===== src/rtl/alu_seq.sv =====
// Registered multi-cycle ALU with valid/ready handshakes on both sides; shifts run one bit per cycle.
// Optional unsigned shift-add multiplier on operator 4'b1000 when ALU_MUL_EN is defined.
module alu_seq #(
    parameter int unsigned WIDTH = 8
) (
    input  logic             clk,
    input  logic             rst_n,
    input  logic             in_valid,
    output logic             in_ready,
    input  logic [WIDTH-1:0] op1,
    input  logic [WIDTH-1:0] op2,
    input  logic [3:0]       operator,
    output logic             out_valid,
    input  logic             out_ready,
    output logic [WIDTH-1:0] res,
    output logic             s_flag,
    output logic             c_flag,
    output logic             z_flag,
    output logic             ov_flag,
    output logic             busy
);

    localparam int unsigned SHW = (WIDTH > 1) ? $clog2(WIDTH) : 1;
    localparam int unsigned CW  = SHW + 1;

    localparam logic [3:0] OP_ADD = 4'b0000;
    localparam logic [3:0] OP_SUB = 4'b0001;
    localparam logic [3:0] OP_AND = 4'b0010;
    localparam logic [3:0] OP_OR  = 4'b0011;
    localparam logic [3:0] OP_XOR = 4'b0100;
    localparam logic [3:0] OP_NOT = 4'b0101;
    localparam logic [3:0] OP_LSL = 4'b0110;
    localparam logic [3:0] OP_LSR = 4'b0111;
`ifdef ALU_MUL_EN
    localparam logic [3:0] OP_MUL = 4'b1000;
`endif

    typedef enum logic [1:0] {
        S_IDLE = 2'b00,
        S_EXEC = 2'b01,
        S_DONE = 2'b10
    } state_t;

    state_t           r_state;
    state_t           w_state_nx;

    logic [WIDTH-1:0] r_res;
    logic             r_s;
    logic             r_c;
    logic             r_z;
    logic             r_ov;
    logic [3:0]       r_opc;
    logic [CW-1:0]    r_cnt;

    logic             w_accept;
    logic             w_multi;
    logic [SHW-1:0]   w_amt;
    logic [WIDTH:0]   w_add;
    logic [WIDTH:0]   w_sub;
    logic [WIDTH-1:0] w_res1;
    logic             w_c1;
    logic             w_ov1;
    logic [WIDTH-1:0] w_ex_res;
    logic             w_ex_c;
    logic             w_ex_ov;

`ifdef ALU_MUL_EN
    logic [2*WIDTH-1:0] r_prod;
    logic [WIDTH-1:0]   r_mcand;
    logic [WIDTH:0]     w_sum;
    logic [2*WIDTH-1:0] w_prod_nx;
`endif

    assign in_ready  = (r_state == S_IDLE) | ((r_state == S_DONE) & out_ready);
    assign w_accept  = in_valid & in_ready;
    assign out_valid = (r_state == S_DONE);
    assign busy      = (r_state == S_EXEC);
    assign res       = r_res;
    assign s_flag    = r_s;
    assign c_flag    = r_c;
    assign z_flag    = r_z;
    assign ov_flag   = r_ov;

    // Single-cycle result from the live operands, and one step of the multi-cycle engine.
    always_comb begin
        w_amt    = op2[SHW-1:0];
        w_add    = {1'b0, op1} + {1'b0, op2};
        w_sub    = {1'b0, op1} - {1'b0, op2};
        w_res1   = '0;
        w_c1     = 1'b0;
        w_ov1    = 1'b0;
        w_multi  = 1'b0;
        w_ex_res = '0;
        w_ex_c   = 1'b0;
        w_ex_ov  = 1'b0;
`ifdef ALU_MUL_EN
        w_sum     = '0;
        w_prod_nx = '0;
`endif
        case (operator)
            OP_ADD: begin
                w_res1 = w_add[WIDTH-1:0];
                w_c1   = w_add[WIDTH];
                w_ov1  = (op1[WIDTH-1] == op2[WIDTH-1]) & (w_add[WIDTH-1] != op1[WIDTH-1]);
            end
            OP_SUB: begin
                w_res1 = w_sub[WIDTH-1:0];
                w_c1   = w_sub[WIDTH];
                w_ov1  = (op1[WIDTH-1] != op2[WIDTH-1]) & (w_sub[WIDTH-1] != op1[WIDTH-1]);
            end
            OP_AND: w_res1 = op1 & op2;
            OP_OR:  w_res1 = op1 | op2;
            OP_XOR: w_res1 = op1 ^ op2;
            OP_NOT: w_res1 = ~op1;
            // A zero shift amount completes immediately with the operand unchanged.
            OP_LSL, OP_LSR: begin
                w_res1  = op1;
                w_multi = (w_amt != '0);
            end
`ifdef ALU_MUL_EN
            OP_MUL: w_multi = 1'b1;
`endif
            default: w_res1 = '0;
        endcase

        case (r_opc)
            OP_LSL: begin
                w_ex_res = {r_res[WIDTH-2:0], 1'b0};
                w_ex_c   = r_res[WIDTH-1];
            end
            OP_LSR: begin
                w_ex_res = {1'b0, r_res[WIDTH-1:1]};
                w_ex_c   = r_res[0];
            end
`ifdef ALU_MUL_EN
            // Product register: {high, low/multiplier}; add multiplicand to high on LSB, shift right.
            OP_MUL: begin
                w_sum     = {1'b0, r_prod[2*WIDTH-1:WIDTH]} + (r_prod[0] ? {1'b0, r_mcand} : '0);
                w_prod_nx = {w_sum, r_prod[WIDTH-1:1]};
                w_ex_res  = w_prod_nx[WIDTH-1:0];
                w_ex_c    = |w_prod_nx[2*WIDTH-1:WIDTH];
                w_ex_ov   = |w_prod_nx[2*WIDTH-1:WIDTH];
            end
`endif
            default: w_ex_res = r_res;
        endcase
    end

    always_ff @(posedge clk or negedge rst_n) begin
        if (!rst_n) begin
            r_state <= S_IDLE;
        end else begin
            r_state <= w_state_nx;
        end
    end

    always_comb begin
        w_state_nx = r_state;
        case (r_state)
            S_IDLE: begin
                if (w_accept) begin
                    w_state_nx = w_multi ? S_EXEC : S_DONE;
                end
            end
            S_EXEC: begin
                if (r_cnt == CW'(1)) begin
                    w_state_nx = S_DONE;
                end
            end
            S_DONE: begin
                if (w_accept) begin
                    w_state_nx = w_multi ? S_EXEC : S_DONE;
                end else if (out_ready) begin
                    w_state_nx = S_IDLE;
                end
            end
            default: w_state_nx = S_IDLE;
        endcase
    end

    // Result/flag registers: loaded on accept, stepped in EXEC, held otherwise.
    always_ff @(posedge clk or negedge rst_n) begin
        if (!rst_n) begin
            r_res <= '0;
            r_s   <= 1'b0;
            r_c   <= 1'b0;
            r_z   <= 1'b0;
            r_ov  <= 1'b0;
            r_opc <= '0;
            r_cnt <= '0;
`ifdef ALU_MUL_EN
            r_prod  <= '0;
            r_mcand <= '0;
`endif
        end else if (w_accept) begin
            r_opc <= operator;
            r_res <= w_res1;
            r_c   <= w_c1;
            r_ov  <= w_ov1;
            r_s   <= w_res1[WIDTH-1];
            r_z   <= (w_res1 == '0);
            r_cnt <= CW'(w_amt);
`ifdef ALU_MUL_EN
            if (operator == OP_MUL) begin
                r_cnt   <= CW'(WIDTH);
                r_prod  <= {WIDTH'(0), op2};
                r_mcand <= op1;
            end
`endif
        end else if (r_state == S_EXEC) begin
            r_res <= w_ex_res;
            r_c   <= w_ex_c;
            r_ov  <= w_ex_ov;
            r_s   <= w_ex_res[WIDTH-1];
            r_z   <= (w_ex_res == '0);
            r_cnt <= r_cnt - CW'(1);
`ifdef ALU_MUL_EN
            r_prod <= w_prod_nx;
`endif
        end
    end

endmodule

===== config.mk =====
export PLATFORM = sky130hd
export DESIGN_NAME = alu_seq
export DESIGN_NICKNAME = d
export VERILOG_FILES = /design/src/rtl/alu_seq.sv
export SDC_FILE = /design/constraint.sdc
export NUM_CORES = 1
export LEC_CHECK = 0
export CAP_MARGIN = 40
export CORE_MARGIN = 3
export CORE_UTILIZATION = 45
export CTS_CLUSTER_SIZE = 28
export DETAILED_ROUTE_END_ITERATION = 16
export GPL_TIMING_DRIVEN = 0
export HOLD_SLACK_MARGIN = 0.05
export PLACE_DENSITY = 0.73
export SLEW_MARGIN = 20
export SYNTH_ARGS = -nofsm -noshare
export SYNTH_HDL_FRONTEND = slang
export SYNTH_SLANG_ARGS = --single-unit

===== constraint.sdc =====
create_clock -name clk -period 3.6 [get_ports clk]
set_input_delay 0.36 -clock clk [delete_from_list [all_inputs] [get_ports clk]]
set_output_delay 0.36 -clock clk [all_outputs]
set_load 0.02 [all_outputs]

**After elaboration in Yosys (flattened, before gate mapping)**

Index checks and enable logic that the tools add are counted.
W data, S select, Z words.

- Register bits: 22
- Input port bits: 24
- Logic and storage cells: 71

- Add/sub/neg operators: 3
- Equality and inequality tests: 19
- Multiplexer cells: 24
- Bitwise gates (word level): 9
- Reduce and logical (&&, ||, !) cells: 8

Operator list:

| kind | count |
|---|---|
| $pmux W8 S7 | 1 |
| $eq A4 B3 Y1 const B | 6 |
| $logic_not A8 Y1 | 2 |
| $mux W8 | 2 |
| $pmux W8 S2 | 1 |
| $mux W2 | 5 |
| $add A8 B8 Y9 | 1 |
| $mux W1 | 9 |
| $sub A8 B8 Y9 | 1 |
| $and A8 B8 Y8 | 1 |
| $eq A4 B1 Y1 const B | 2 |
| $eq A4 B2 Y1 const B | 2 |
| $mux W4 | 2 |
| $not A8 Y8 | 1 |
| $or A8 B8 Y8 | 1 |
| $xor A8 B8 Y8 | 1 |
| $pmux W1 S2 | 3 |
| $pmux W2 S3 | 1 |
| $and A1 B1 Y1 | 4 |
| $logic_not A4 Y1 | 1 |
| $sub A4 B1 Y4 const B | 1 |
| $ne A1 B1 Y1 | 3 |
| $ne A3 B1 Y1 const B | 1 |
| $reduce_and A3 Y1 | 1 |
| 10 further kinds | 10 |

**Depth between registers and ports, before layout**

Gate-level depths: netlist (run 1).

- Depth in word-level cells: 6
- Gate-level depth with buffers: 9
- Gate-level depth less buffers: 9

**Least setup slack after synthesis (run 1)**

Ideal clock, no wire load.

- Path kind: input to register
- Start point: input op1[0]
- End point: register r_z, in the netlist z_flag
- Data arrival time: 2.155 ns
- Path slack: 1.317 ns
- Stages on the path: 8
- Cell sequence: ha_1 fa_1 inv_1 mux4_2 a221oi_1 a2111oi_2 o2111ai_1 o41ai_1

- Word-level cells in the longest chain between the ends: 4

RTL lines:

| item | line | RTL |
|---|---|---|
| start: declaration | 10 | `input logic [WIDTH-1:0] op1,` |
| $sub A8 B8 Y9 (tied with other cells) | 88 | `w_sub = {1'b0, op1} - {1'b0, op2};` |
| $pmux W8 S7 (*) | 100 | `case (operator)` |
| $logic_not A8 Y1 (*) | 201 | `r_z <= (w_res1 == '0);` |
| $mux W1 (*) | 195 | `end else if (w_accept) begin` |
| end signal: assignment | 201 |  |
| end signal: assignment | 215 | `r_z <= (w_ex_res == '0);` |
| end: declaration | 50 | `logic r_z;` |

Every way passes the cells marked *; elsewhere a longest branch is shown, timed or not.
A chain may end at the register's enable or synchronous reset.

**Worst setup path in the final report (run 1)**

- Start point: input op1[1]
- End point: register r_z, in the netlist z_flag

The elaborated chain is that of the path after synthesis.

==> out/metrics.csv, run 1 <==
stage,metric,value,unit
routing,drt first pass iters,4,
global_routing,largest net degree at the start of global routing,13,
floorplanning,die height,81.8,um
sta,FMAX,0.355,GHz
final_layout,Filler cells,491,
floorplanning,num rows,26,
final_layout,Area Growth Syn to Fin,19.3,%
logic_synthesis,Mean Syn Cell Area,8.27,sq um
place,dpl cells,419,
power,Peak supply drop,0.249,mV
worst_hold_path,worst hold-check path type,primary input to async pin,
sta,period utilization,78.3,%
clock_tree,clock-pin transition on the worst setup and hold timing paths,0.08,ns
clock_tree,clk root buf,clkbuf_8,
global_routing,GR Util All Layers,20.7,%
routing,via count,2509,
floorplanning,width of the die,81.8,um
logic_synthesis,Netlist cell types,71,
sta,final setup violation count,0,
global_routing,GR peak layer,met2,
run_status,status,"complete, no violations",
clock_tree,Setup Buffers After CTS,0,
final_layout,share of layout cells above drive strength 1,9.92,%
routing,Total Routed Length,6770,um
logic_synthesis,post-synthesis register bit count,21,
sta,post-route setup slack,0.782,ns
sta,slew margin rel.,50.9,%
sta,Fin. Hold Viols,0,
routing,drc violations,0,
clock_tree,hold_buf cts,0,
floorplanning,core box area,5340,sq um
sta,total negative slack,0,ns
worst_setup_path,kind of critical path,primary input to flip-flop,
logic_synthesis,Yosys Warn Count,0,
logic_synthesis,Async SR Flop Fraction,100,%
clock_tree,H-tree depth,1,
logic_synthesis,post-synthesis cell count,313,
place,Post-DP HPWL,5370,um
logic_synthesis,Post-Syn Area,2590,sq um
global_routing,met1 global-route usage,27.2,%
clock_tree,total CTS buffers,3,
clock_tree,"Clk Latency, worst-skew pair",0.26,ns
sta,Worst-Margin Slew,0.730,ns
floorplanning,Starting Density,48.5,%
final_layout,n_diodes,0,
place,final RePlAce weighted congestion,0.898,
worst_setup_path,startpoint types,primary input,
logic_synthesis,part of the Yosys area used for sequential elements,20.3,%
routing,DR iter-0 viols,162,
worst_setup_path,CP required,3.76,ns
worst_setup_path,CP arrival,2.98,ns
clock_tree,Sink Count,21,
global_routing,M2 GR Usage,37.1,%
power,P_leak,0.00133,uW
global_routing,antenna violations before repair,0,
worst_setup_path,CP max stage cell,clkdlybuf4s50_1,
clock_tree,clock tree buffer depth,2,
routing,drt wl/cell,16.0,um
final_layout,final core utilization,57.9,%
final_layout,cell area after layout,3090,sq um
worst_setup_path,max incr delay on CP,0.64,ns
sta,min Tclk post-route,2.82,ns
flow_run,max_cap viols,0,
final_layout,Layout Nets,406,
worst_setup_path,Setup crit end kind,flip-flop,
clock_tree,CTS tree,yes,
place,port bufs,35,
sta,Final Skew,0.00253,ns
power,Pwr Density,310,nW/um^2
place,pre-CTS setup slack,0.527,ns
sta,unrepaired setup endpoints after global routing,no,
routing,Via density,5.93,
worst_setup_path,R2R Setup Slk,1.78,ns
worst_setup_path,"Critical Path, Cell by Cell","clkdlybuf4s50_1, inv_1, fa_1, o21bai_1, a21oi_1, o31ai_1, o21a_1, o221ai_2, o41ai_1",
clock_tree,CTS-repair resized insts,0,
global_routing,first-pass GRT wire length,11000,um
routing,remaining antenna violation count after routing,0,
floorplanning,I/O pin count,39,
global_routing,grt ovf,0,
logic_synthesis,prevailing post-synth register cell,dfrtp_1,
final_layout,fin cells,423,
logic_synthesis,Post-synth EDFFs,0,
sta,max-slew violations,0,
global_routing,vias in the first global route,2353,
worst_setup_path,largest fanout on the critical path,6,
global_routing,met3 global-route usage,1.43,%
logic_synthesis,Mapped Nets,365,
place,placed cell area,3040,sq um
floorplanning,die area,6700,sq um
## cell usage in the layout, fill, tap and decap left out, drive strengths merged, types with 9 or more instances in the layout
cell and n:
clkbuf 10, inv 31, nor2 34, o21ai 18, ha 26, a21oi 23
nand2b 9, nand2 26, buf 14, clkdlybuf4s50 35, dfrtp 21
## power by group
group	switching [uW]	internal [uW]
clock	78.4	77.2
sequential	47.5	278
combinational	255	222
## metal layers
layer | vias up | part of all wire, %
met5 | - | 0
met4 | 0 | 1.5
met3 | 12 | 5.5
met2 | 98 | 49
met1 | 1177 | 44
li1 | 1222 | -
## worst max-delay path: cells and delay by family
family                   cells  cell delay [ns]
adder cells (fa/ha/maj)      1             0.47
AO/OA/AOI/OAI                6             1.36
buffers and inverters        2             0.78
## flip-flops by register name, summed over array words and instances, names as in the netlist
name and count:
r_opc 4, r_state 2, z_flag 1, c_flag 1
r_cnt 4, res 8, ov_flag 1
## per-stage QoR
step                total power (uW)  hold WS [ns]
finish                           959         0.424
detailed placement               802         0.456
global placement                 789         0.451
CTS                              957         0.436
floorplan                        631        0.0644
global route                    1020         0.459
## kinds of logic after synthesis
group	after synthesis	synth area share [%]
compound gates	99	29.0
xor+xnor	4	1.35
fa+ha+maj	28	14.1
buf+inv	51	10.4
flops	21	20.3
mux	10	4.98
simple gates	100	19.8
## path summary, 6_finish.rpt
path / startpoint / endpoint / depth (start not counted)
worst min register to register: r_opc[3]$_DFFE_PN0P_ / r_opc[3]$_DFFE_PN0P_ / 2
max in group asynchronous: rst_n / res[5]$_DFFE_PN0P_ / 2
worst max register to register: r_state[1]$_DFFE_PN0P_ / z_flag$_DFFE_PN0P_ / 6
worst min-delay path: rst_n / r_opc[2]$_DFFE_PN0P_ / 1
min in group clk: r_opc[3]$_DFFE_PN0P_ / r_opc[3]$_DFFE_PN0P_ / 2
worst max-delay path: op1[1] / z_flag$_DFFE_PN0P_ / 9
## area by class of cell
cell class	instances	area, sq um	share of cell area (%)
Tap cell	70	87.6	2.84
Clock inverter	1	5.00	0.162
Sequential cell	21	526	17.0
Timing Repair Buffer	36	365	11.8
Multi-Input combinational cell	241	1790	58.1
Inverter	31	116	3.77
Clock buffer	3	41.3	1.34
Buffer	20	154	4.98
## cell usage after synthesis, drive strengths merged (3+ instances only)
| master | instances | area, sq um |
|---|---|---|
| a2111oi | 3 | 45.0 |
| nor3 | 4 | 25.0 |
| a21oi | 23 | 119 |
| buf | 13 | 128 |
| mux2i | 8 | 80.1 |
| o21bai | 3 | 22.5 |
| clkbuf | 7 | 26.3 |
| nand2b | 9 | 58.8 |
| dfrtp | 21 | 526 |
| nand3 | 3 | 15.0 |
| nor3b | 5 | 37.5 |
| o31ai | 3 | 22.5 |
| o221ai | 3 | 32.5 |
| o21ai | 18 | 90.1 |
| a211oi | 3 | 27.5 |
| nor2b | 3 | 18.8 |
| o22ai | 3 | 25.0 |
| inv | 31 | 116 |
| a221oi | 4 | 47.6 |
| nand2 | 26 | 97.6 |
| a22oi | 4 | 30.0 |
| nor2 | 34 | 135 |
| a221o | 8 | 80.1 |
| nor4 | 3 | 25.0 |
| ha | 26 | 325 |
(Power assumes the default switching activity.)
==> run 2: changes to the inputs <==
- clock period: 3.6 -> 2.9 ns (I/O delays scaled with it)
==> out/metrics.csv, run 2 (synthesis gave the netlist of run 1 again) <==
stage,metric,value,unit,change
final_layout,Largest register FFs,8,,unchanged
global_routing,GR peak layer,met2,,
clock_tree,Sink Count,21,,unchanged
power,Switching Share,39.7,%,about the same
floorplanning,Starting Density,48.5,%,unchanged
sta,min Tclk post-route,2.72,ns,
worst_setup_path,CP arrival,2.88,ns,-0.10 ns
sta,FMAX,0.368,GHz,
worst_setup_path,CP max stage cell,clkdlybuf4s50_1,,
power,Peak supply drop,0.309,mV,+24%
sta,Worst-Margin Slew,0.747,ns,+0.0160 ns
place,Post-DP HPWL,5370,um,unchanged
routing,DR iter-0 viols,168,,+3.7%
routing,remaining antenna violation count after routing,0,,unchanged
sta,total negative slack,0,ns,unchanged
clock_tree,CTS tree,yes,,
worst_setup_path,Bufs and invs on worst path,2,,unchanged
power,Logic pwr share,49.8,%,about the same
worst_setup_path,R2R Setup Slk,1.09,ns,-0.69 ns
routing,Via density,5.91,,-0.36%
final_layout,Filler cells,490,,-0.20%
worst_setup_path,CP required,3.06,ns,-0.70 ns
global_routing,antenna violations before repair,0,,unchanged
run_status,status,"complete, no violations",,
global_routing,met1 global-route usage,27.2,%,unchanged
global_routing,M2 GR Usage,37.1,%,unchanged
power,Pint,717,uW,+24%
routing,drc violations,0,,unchanged
sta,Fin. Hold Viols,0,,unchanged
clock_tree,total CTS buffers,3,,unchanged
place,placed cell area,3040,sq um,unchanged
sta,max-slew violations,0,,unchanged
final_layout,n_diodes,0,,unchanged
power,Clock power frac,16.3,%,about the same
power,P_leak,0.00135,uW,+1.4%
place,dpl cells,419,,unchanged
power,Seq pwr share,34.0,%,about the same
flow_run,max_cap viols,0,,unchanged
sta,unrepaired setup endpoints after global routing,no,,
final_layout,cell area after layout,3090,sq um,+0.16%
sta,slew margin rel.,49.8,%,-1.1 points
worst_setup_path,"delay-heaviest family, CP",compound AO/OA/AOI/OAI gates,,
floorplanning,I/O pin count,39,,unchanged
final_layout,area occupied by multi-input gates,1790,sq um,unchanged
clock_tree,"Clk Latency, worst-skew pair",0.26,ns,about the same
worst_hold_path,worst hold-check path type,primary input to async pin,,
global_routing,GR Util All Layers,20.7,%,unchanged
sta,final setup violation count,0,,unchanged
power,NetSw,473,uW,+24%
worst_setup_path,kind of critical path,primary input to flip-flop,,
clock_tree,clk root buf,clkbuf_8,,
power,Pwr Density,385,nW/um^2,+24%
final_layout,Area Growth Syn to Fin,19.5,%,
clock_tree,clock tree buffer depth,2,,unchanged
floorplanning,num rows,26,,unchanged
floorplanning,die height,81.8,um,unchanged
routing,via count,2500,,-0.36%
place,final RePlAce weighted congestion,0.898,,unchanged
clock_tree,clock-pin transition on the worst setup and hold timing paths,0.08,ns,about the same
worst_setup_path,max incr delay on CP,0.50,ns,-0.14 ns
clock_tree,H-tree depth,1,,unchanged
final_layout,share of layout cells above drive strength 1,9.92,%,unchanged
worst_setup_path,startpoint types,primary input,,
floorplanning,width of the die,81.8,um,unchanged
global_routing,first-pass GRT wire length,11000,um,unchanged
floorplanning,die area,6700,sq um,unchanged
sta,period utilization,93.6,%,
global_routing,met3 global-route usage,1.43,%,unchanged
global_routing,largest net degree at the start of global routing,13,,unchanged
final_layout,Layout Nets,406,,unchanged
worst_setup_path,Setup crit end kind,flip-flop,,
final_layout,"commonest non-fill, non-tap cells in the layout","nor2_1, clkdlybuf4s50_1, inv_1, nand2_1, ha_1",,
clock_tree,Setup Buffers After CTS,0,,unchanged
place,port bufs,35,,unchanged
worst_setup_path,largest fanout on the critical path,3,,-3
floorplanning,core box area,5340,sq um,unchanged
routing,drt first pass iters,5,,+1
final_layout,register area,526,sq um,unchanged
routing,Total Routed Length,6770,um,+0.10%
worst_setup_path,"Critical Path, Cell by Cell","clkdlybuf4s50_1, inv_1, ha_1, fa_1, o21bai_1, a21oi_1, o31ai_1, o21a_1, o221ai_2, o41ai_1",,
final_layout,fin cells,423,,unchanged
routing,drt wl/cell,16.0,um,+0.10%
sta,Final Skew,0.00255,ns,+0.0000202 ns
global_routing,grt ovf,0,,unchanged
final_layout,final core utilization,58.0,%,+0.094 points
global_routing,vias in the first global route,2353,,unchanged
-- run 2: changes by cell type in the layout (fill, tap and decap cells not counted), sizes merged --
| cell | previous run | this run |
|---|---|---|
| dlymetal6s2s | 0 | 2 |
| clkdlybuf4s50 | 35 | 33 |
-- run 2: repair_timing --
item | in CTS | in global routing
endpoints found under the hold margin | 0 | 0
gates resized for setup | 0 | 2
hold buffers | 0 | 0
setup endpoints to repair | 0 | 1
-- run 2: final timing paths --
kind | startpoint | end | depth (start not counted)
max | op1[0] | z_flag$_DFFE_PN0P_ | 10
min | rst_n | r_opc[1]$_DFFE_PN0P_ | 1
max reg2reg | r_state[1]$_DFFE_PN0P_ | z_flag$_DFFE_PN0P_ | 6
min reg2reg | r_opc[3]$_DFFE_PN0P_ | r_opc[3]$_DFFE_PN0P_ | 2
max in group asynchronous | rst_n | res[0]$_DFFE_PN0P_ | 2
min in group clk | operator[3] | c_flag$_DFFE_PN0P_ | 4
-- run 2: per-stage QoR --
step	setup WS (ns)	power, uW	hold slack, ns
3_5_place_dp	-0.103	996	0.456
2_1_floorplan	0.687	783	-0.00559
3_3_place_gp	-0.0788	980	0.451
6_report	0.185	1190	0.355
4_1_cts	0.170	1190	0.366
5_1_grt	0.00914	1270	0.389
-- run 2: power groups by stage --
stage	combinational [uW]	sequential, uW	clock, uW
floorplan	352	431	0
global route	647	413	208
global placement	574	406	0
detailed placement	587	409	0
finish	592	404	194
CTS	590	404	195
-- run 2: cell type report --
class,count,area share (%)
inverters,31,3.76
repair buffers,36,12.0
clock inverters,1,0.162
flip-flops and latches,21,17.0
multi-input cells,241,58.0
well taps,70,2.83
plain buffers,20,4.98
clock buffers,3,1.33
-- run 2: layer usage --
metal,vias to the layer above,wire [um]
met3,13,436
li1,1223,-
met5,-,0
met1,1166,2970
met2,98,3280
met4,0,87
==> patch 1, RTL diff (config.mk and constraints of run 2) <==
Set the parameter `WIDTH` to 16 (it was 8).
--- a/src/rtl/alu_seq.sv
+++ b/src/rtl/alu_seq.sv
@@ -3,3 +3,3 @@
 module alu_seq #(
-    parameter int unsigned WIDTH = 8
+    parameter int unsigned WIDTH = 16
 ) (
Ports: changed (resized op1, op2 and res); port bits go from 39 to 63. The function was not compared with the original's and may differ.
==> patch 1 against run 2 <==
The flow now finishes with violations (negative setup slack). Total power increased by 88%. Die area increased by 76%. Setup slack got worse by 200 ps. Routed wire length increased to 2.6 times the old value. Critical path depth decreased by 1. Synthesized area increased by 83%. Final area increased by 98%. Sequential cell count increased by 9. Count of clock-buffer cells in the layout increased by 3. Largest cell class unchanged.
==> patch 1: results (changes against run 2) <==
outcome=finished with violations (was finished, final reports clean); violated checks=negative setup slack; length of routed wiring on met1=7050 um (was 2970 um); routed length per placed instance=20.9 um (was 16.0 um); antenna violations before repair=0 (unchanged); commonest cells in the synthesized netlist=sky130_fd_sc_hd__nor2_1, sky130_fd_sc_hd__a21oi_1, sky130_fd_sc_hd__nand2_1 (was sky130_fd_sc_hd__nor2_1, sky130_fd_sc_hd__inv_1, sky130_fd_sc_hd__ha_1, sky130_fd_sc_hd__nand2_1, sky130_fd_sc_hd__a21oi_1); synthesized net count=742 (was 365); clock skew after layout=10.7 ps (was 2.55 ps); transition time at the pin with the least slew margin=719 ps (was 747 ps); maximum resistive drop on vdd=0.260 mV (was 0.309 mV); CTS clk-pin slew, worst paths=70 ps; number of H-tree levels=2 (was 1); ratio of cells with drive above 1 in the final layout=0.182 (was 0.0992); largest net degree at the start of global routing=31 (was 13); reported combinational group power=1.30 mW (was 0.592 mW); I/O Buffers=61 (was 35); family with the most delay on the worst path=buffers and inverters (was compound AO/OA/AOI/OAI gates); Final #Nets=814 (was 406); Cell variety after synth=77 (was 71); Filler Cell Count=950 (was 490); # setup viols final=1 (was 0); uppermost layer routed=met4 (unchanged); total clock buffers created by CTS=5 (was 3); number of placed cells counting well taps=842 (was 419); cell types occupying the most area after synthesis=sky130_fd_sc_hd__dfrtp_1, sky130_fd_sc_hd__ha_1, sky130_fd_sc_hd__a21oi_1, sky130_fd_sc_hd__nor2_1, sky130_fd_sc_hd__nand2_1 (was sky130_fd_sc_hd__dfrtp_1, sky130_fd_sc_hd__ha_1, sky130_fd_sc_hd__nor2_1, sky130_fd_sc_hd__inv_1, sky130_fd_sc_hd__a21oi_1); ys flop type=sky130_fd_sc_hd__dfrtp_1 (unchanged); Vias/cell=6.50 (was 5.91); average instance area after synthesis=7.32 um2 (was 8.27 um2); clock latency on the worst-skew pair=300 ps (was 260 ps); final weighted congestion of routability-driven global placement=1.01 (was 0.898); clk buf depth=2 (unchanged); worst path arrival time=3140 ps (was 2880 ps); final non-filler cell total=853 (was 423); CTS root buf=sky130_fd_sc_hd__clkbuf_8 (unchanged); via count of the first global-routing pass=5190 (was 2353); flip-flop count of the largest register, all copies and words added=16 (was 8); Worst Reg-to-Reg Cells=9 (was 6); amount of wire on met2 after detailed routing=8750 um (was 3280 um); Critical path origin=operator[2] (was op1[0]); power dissipated by switching net loads=1.02 mW (was 0.473 mW); Static Leakage=2.56 nW (was 1.35 nW); FFs w/ async S/R, synth=1.00 (unchanged); maximum net fanout on the critical path=10 (was 3); detailed-routed wire length on met3=1420 um (was 436 um); Seq/Total Area, Yosys=0.159 (was 0.203); wire length of the first global-routing pass=27800 um (was 11000 um); reg-to-reg critical path startpoint=r_opc[0] (was r_state[1]); max incr delay on CP=630 ps (was 500 ps); smallest setup slack after layout=-13.0 ps (was 185 ps); Detailed Route Iter0 Violations=583 (was 168); total routing resource utilization after global routing=0.298 (was 0.207); slowest CP cell=sky130_fd_sc_hd__clkdlybuf4s50_1 (unchanged); post-detailed-placement half-perimeter wirelength=13500 um (was 5370 um)
patch 1: worst paths after layout:
path                             to  slack (ps)
setup / recovery             z_flag         -10
hold / removal               res[5]          40
setup reg to reg             z_flag         260
hold reg to reg            r_opc[3]         490
max in group asynchronous  r_cnt[1]        2410
min in group clk           r_cnt[0]         320
patch 1: stage by stage:
step	hold slack (ps)	setup slack (ps)	setup TNS [ps]	cell area, um2	power (mW)
floorplan	-5.59	281	0	4730	1.28
global placement	455	-1270	-11310	5510	1.69
detailed placement	368	-1040	-8850	5520	1.71
CTS	60.5	9.56	0	5910	2.15
global route	90.9	-47.3	-66.2	6140	2.36
finish	38.1	-13.0	-13.0	6140	2.24
patch 1: metal layers:
metal | track usage | vias up
li1 | - | 2522
met1 | 0.375 | 2626
met2 | 0.522 | 347
met3 | 0.0376 | 51
met4 | 0.106 | 0
met5 | 0 | -
patch 1: cells by family (layout without fill, tap and decap cells):
group | Yosys count | after routing | share of synthesized area
compound gates | 215 | 215 | 0.319
xor+xnor | 6 | 6 | 0.0111
fa+ha+maj | 55 | 55 | 0.149
buf+inv | 96 | 169 | 0.0809
flops | 30 | 30 | 0.159
mux | 20 | 20 | 0.0428
simple gates | 225 | 225 | 0.239
patch 1: final cells by class:
class | count | area share
Clock inverter | 2 | 0.00204
Multi-Input combinational cell | 521 | 0.663
Timing Repair Buffer | 70 | 0.107
Sequential cell | 30 | 0.122
Clock buffer | 6 | 0.0135
Tap cell | 133 | 0.0271
Buffer | 38 | 0.0326
Inverter | 53 | 0.0324
patch 1: what timing repair did:
action,4_1_cts,5_1_grt
setup buffers,4,4
pin swaps,16,20
setup endpoints to repair,13,6
resized for setup,73,70
gates cloned,0,0
==> patch 2, RTL diff (config.mk and constraints of run 2) <==
Without the edit above. Register the output `s_flag` once more, cleared by the reset; this adds one clock of latency there. The other outputs are not delayed to match.
--- a/src/rtl/alu_seq.sv
+++ b/src/rtl/alu_seq.sv
@@ -78,3 +78,9 @@
     assign res       = r_res;
-    assign s_flag    = r_s;
+    always_ff @(posedge clk or negedge rst_n) begin
+        if (!rst_n) begin
+            s_flag <= '0;
+        end else begin
+            s_flag <= r_s;
+        end
+    end
     assign c_flag    = r_c;
Formal check against the unedited RTL: not equivalent (Yosys sat finds a counterexample within 4 cycles, from zero or initial values and one cycle with rst_n low).
==> patch 2 against run 2 <==
Combinational power decreased by 4.7%. Total power rose by 1.0%. Core utilization shrank 0.16 points. Final area decreased by 3.3%. Setup slack got worse by 53 ps. Synthesized area decreased by 5.9%. Routed wire length shrank 5.8%. Sequential power up 4%. Synthesized cell count fell by 3.5%. Sequential cell count up 1.
==> patch 2: results (changes against run 2) <==
Cell variety after synth=60 (was 71); maximum net fanout on the critical path=4 (was 3); transition time at the pin with the least slew margin=853 ps (was 747 ps); Seq/Total Area, Yosys=0.226 (was 0.203); outcome=finished, final reports clean (unchanged); clock network power=0.218 mW (was 0.194 mW); max incr delay on CP=470 ps (was 500 ps); largest net degree at the start of global routing=14 (was 13); power dissipated by switching net loads=0.457 mW (was 0.473 mW); maximum resistive drop on vdd=0.194 mV (was 0.309 mV); post-detailed-placement half-perimeter wirelength=4950 um (was 5370 um); number of placed cells counting well taps=411 (was 419); gate count after technology mapping=302 (was 313); ratio of cells with drive above 1 in the final layout=0.0783 (was 0.0992); most frequently used cell type in the post-synthesis netlist=sky130_fd_sc_hd__nand2_1 (was sky130_fd_sc_hd__nor2_1); R2R Setup Slk=1030 ps (was 1090 ps); final weighted congestion of routability-driven global placement=0.889 (was 0.898); synthesized net count=354 (was 365); wire length of the first global-routing pass=10400 um (was 11000 um); reg-to-reg critical path startpoint=r_state[0] (was r_state[1]); post-detailed-placement cell area=2920 um2 (was 3040 um2); Final #Nets=398 (was 406); total routed wirelength=6380 um (was 6770 um); clock skew after layout=1.76 ps (was 2.55 ps); total routing resource utilization after global routing=0.205 (was 0.207); total number of vias=2370 (was 2500); commonest cells in the synthesized netlist=sky130_fd_sc_hd__nand2_1, sky130_fd_sc_hd__ha_1, sky130_fd_sc_hd__inv_1 (was sky130_fd_sc_hd__nor2_1, sky130_fd_sc_hd__inv_1, sky130_fd_sc_hd__ha_1, sky130_fd_sc_hd__nand2_1, sky130_fd_sc_hd__a21oi_1); Detailed Route Iter0 Violations=123 (was 168); R2R Path End=res[7] (was z_flag); I/O Buffers=38 (was 35); cell types occupying the most area after synthesis=sky130_fd_sc_hd__dfrtp_1, sky130_fd_sc_hd__ha_1, sky130_fd_sc_hd__nand2_1, sky130_fd_sc_hd__o21ai_0, sky130_fd_sc_hd__inv_1 (was sky130_fd_sc_hd__dfrtp_1, sky130_fd_sc_hd__ha_1, sky130_fd_sc_hd__nor2_1, sky130_fd_sc_hd__inv_1, sky130_fd_sc_hd__a21oi_1)
patch 2: stage by stage:
| step | power, mW | setup slack (ps) | TNS [ps] | hold slack (ps) | util |
|---|---|---|---|---|---|
| floorplan | 0.770 | 514 | 0 | -5.59 | - |
| global placement | 0.970 | -293 | -684 | 476 | 0.561 |
| detailed placement | 0.983 | -287 | -762 | 482 | 0.564 |
| CTS | 1.21 | 24.4 | 0 | 424 | 0.577 |
| global route | 1.28 | 0.468 | 0 | 448 | 0.578 |
| finish | 1.20 | 132 | 0 | 399 | 0.578 |
patch 2: layout make-up:
cell class	instances	area [um2]
fill	487	2180
multi-input combinational	241	1730
sequential	22	551
timing repair buffer	39	399
inverter	26	97.6
tap	70	87.6
buffer	13	72.6
clock buffer	4	55.1
patch 2: how the worst max path moves through the flow:
stage | startpoint | slack, ps | endpoint
6_report | op2[0] | 130 | res[6]
5_1_grt | op1[3] | 0.5 | z_flag
4_1_cts | op1[0] | 20 | res[6]
3_5_place_dp | op1[0] | -290 | res[6]
3_3_place_gp | op1[0] | -290 | res[6]
2_1_floorplan | op1[0] | 510 | res[6]
patch 2: per-layer routing:
metal | track usage | share of wire | vias up
li1 | - | - | 1177
met1 | 0.272 | 0.44 | 1122
met2 | 0.356 | 0.50 | 62
met3 | 0.0203 | 0.044 | 9
met4 | 0.0533 | 0.012 | 0
met5 | 0 | 0 | -
patch 2: cells by family after synthesis:
family                   Yosys count  synth area share
buffers and inverters             39            0.0698
AND/OR/NAND/NOR                  103             0.208
flip-flops                        22             0.226
multiplexers                      11            0.0560
XOR/XNOR                           6            0.0216
AO/OA/AOI/OAI                     93             0.269
adder cells (fa/ha/maj)           28             0.150
patch 2: timing repair:
item / in CTS / in global routing
pin swaps: 1 / 0
endpoints found under the setup margin: 1 / 4
hold buffers: 0 / 0
gates resized for setup: 2 / 3
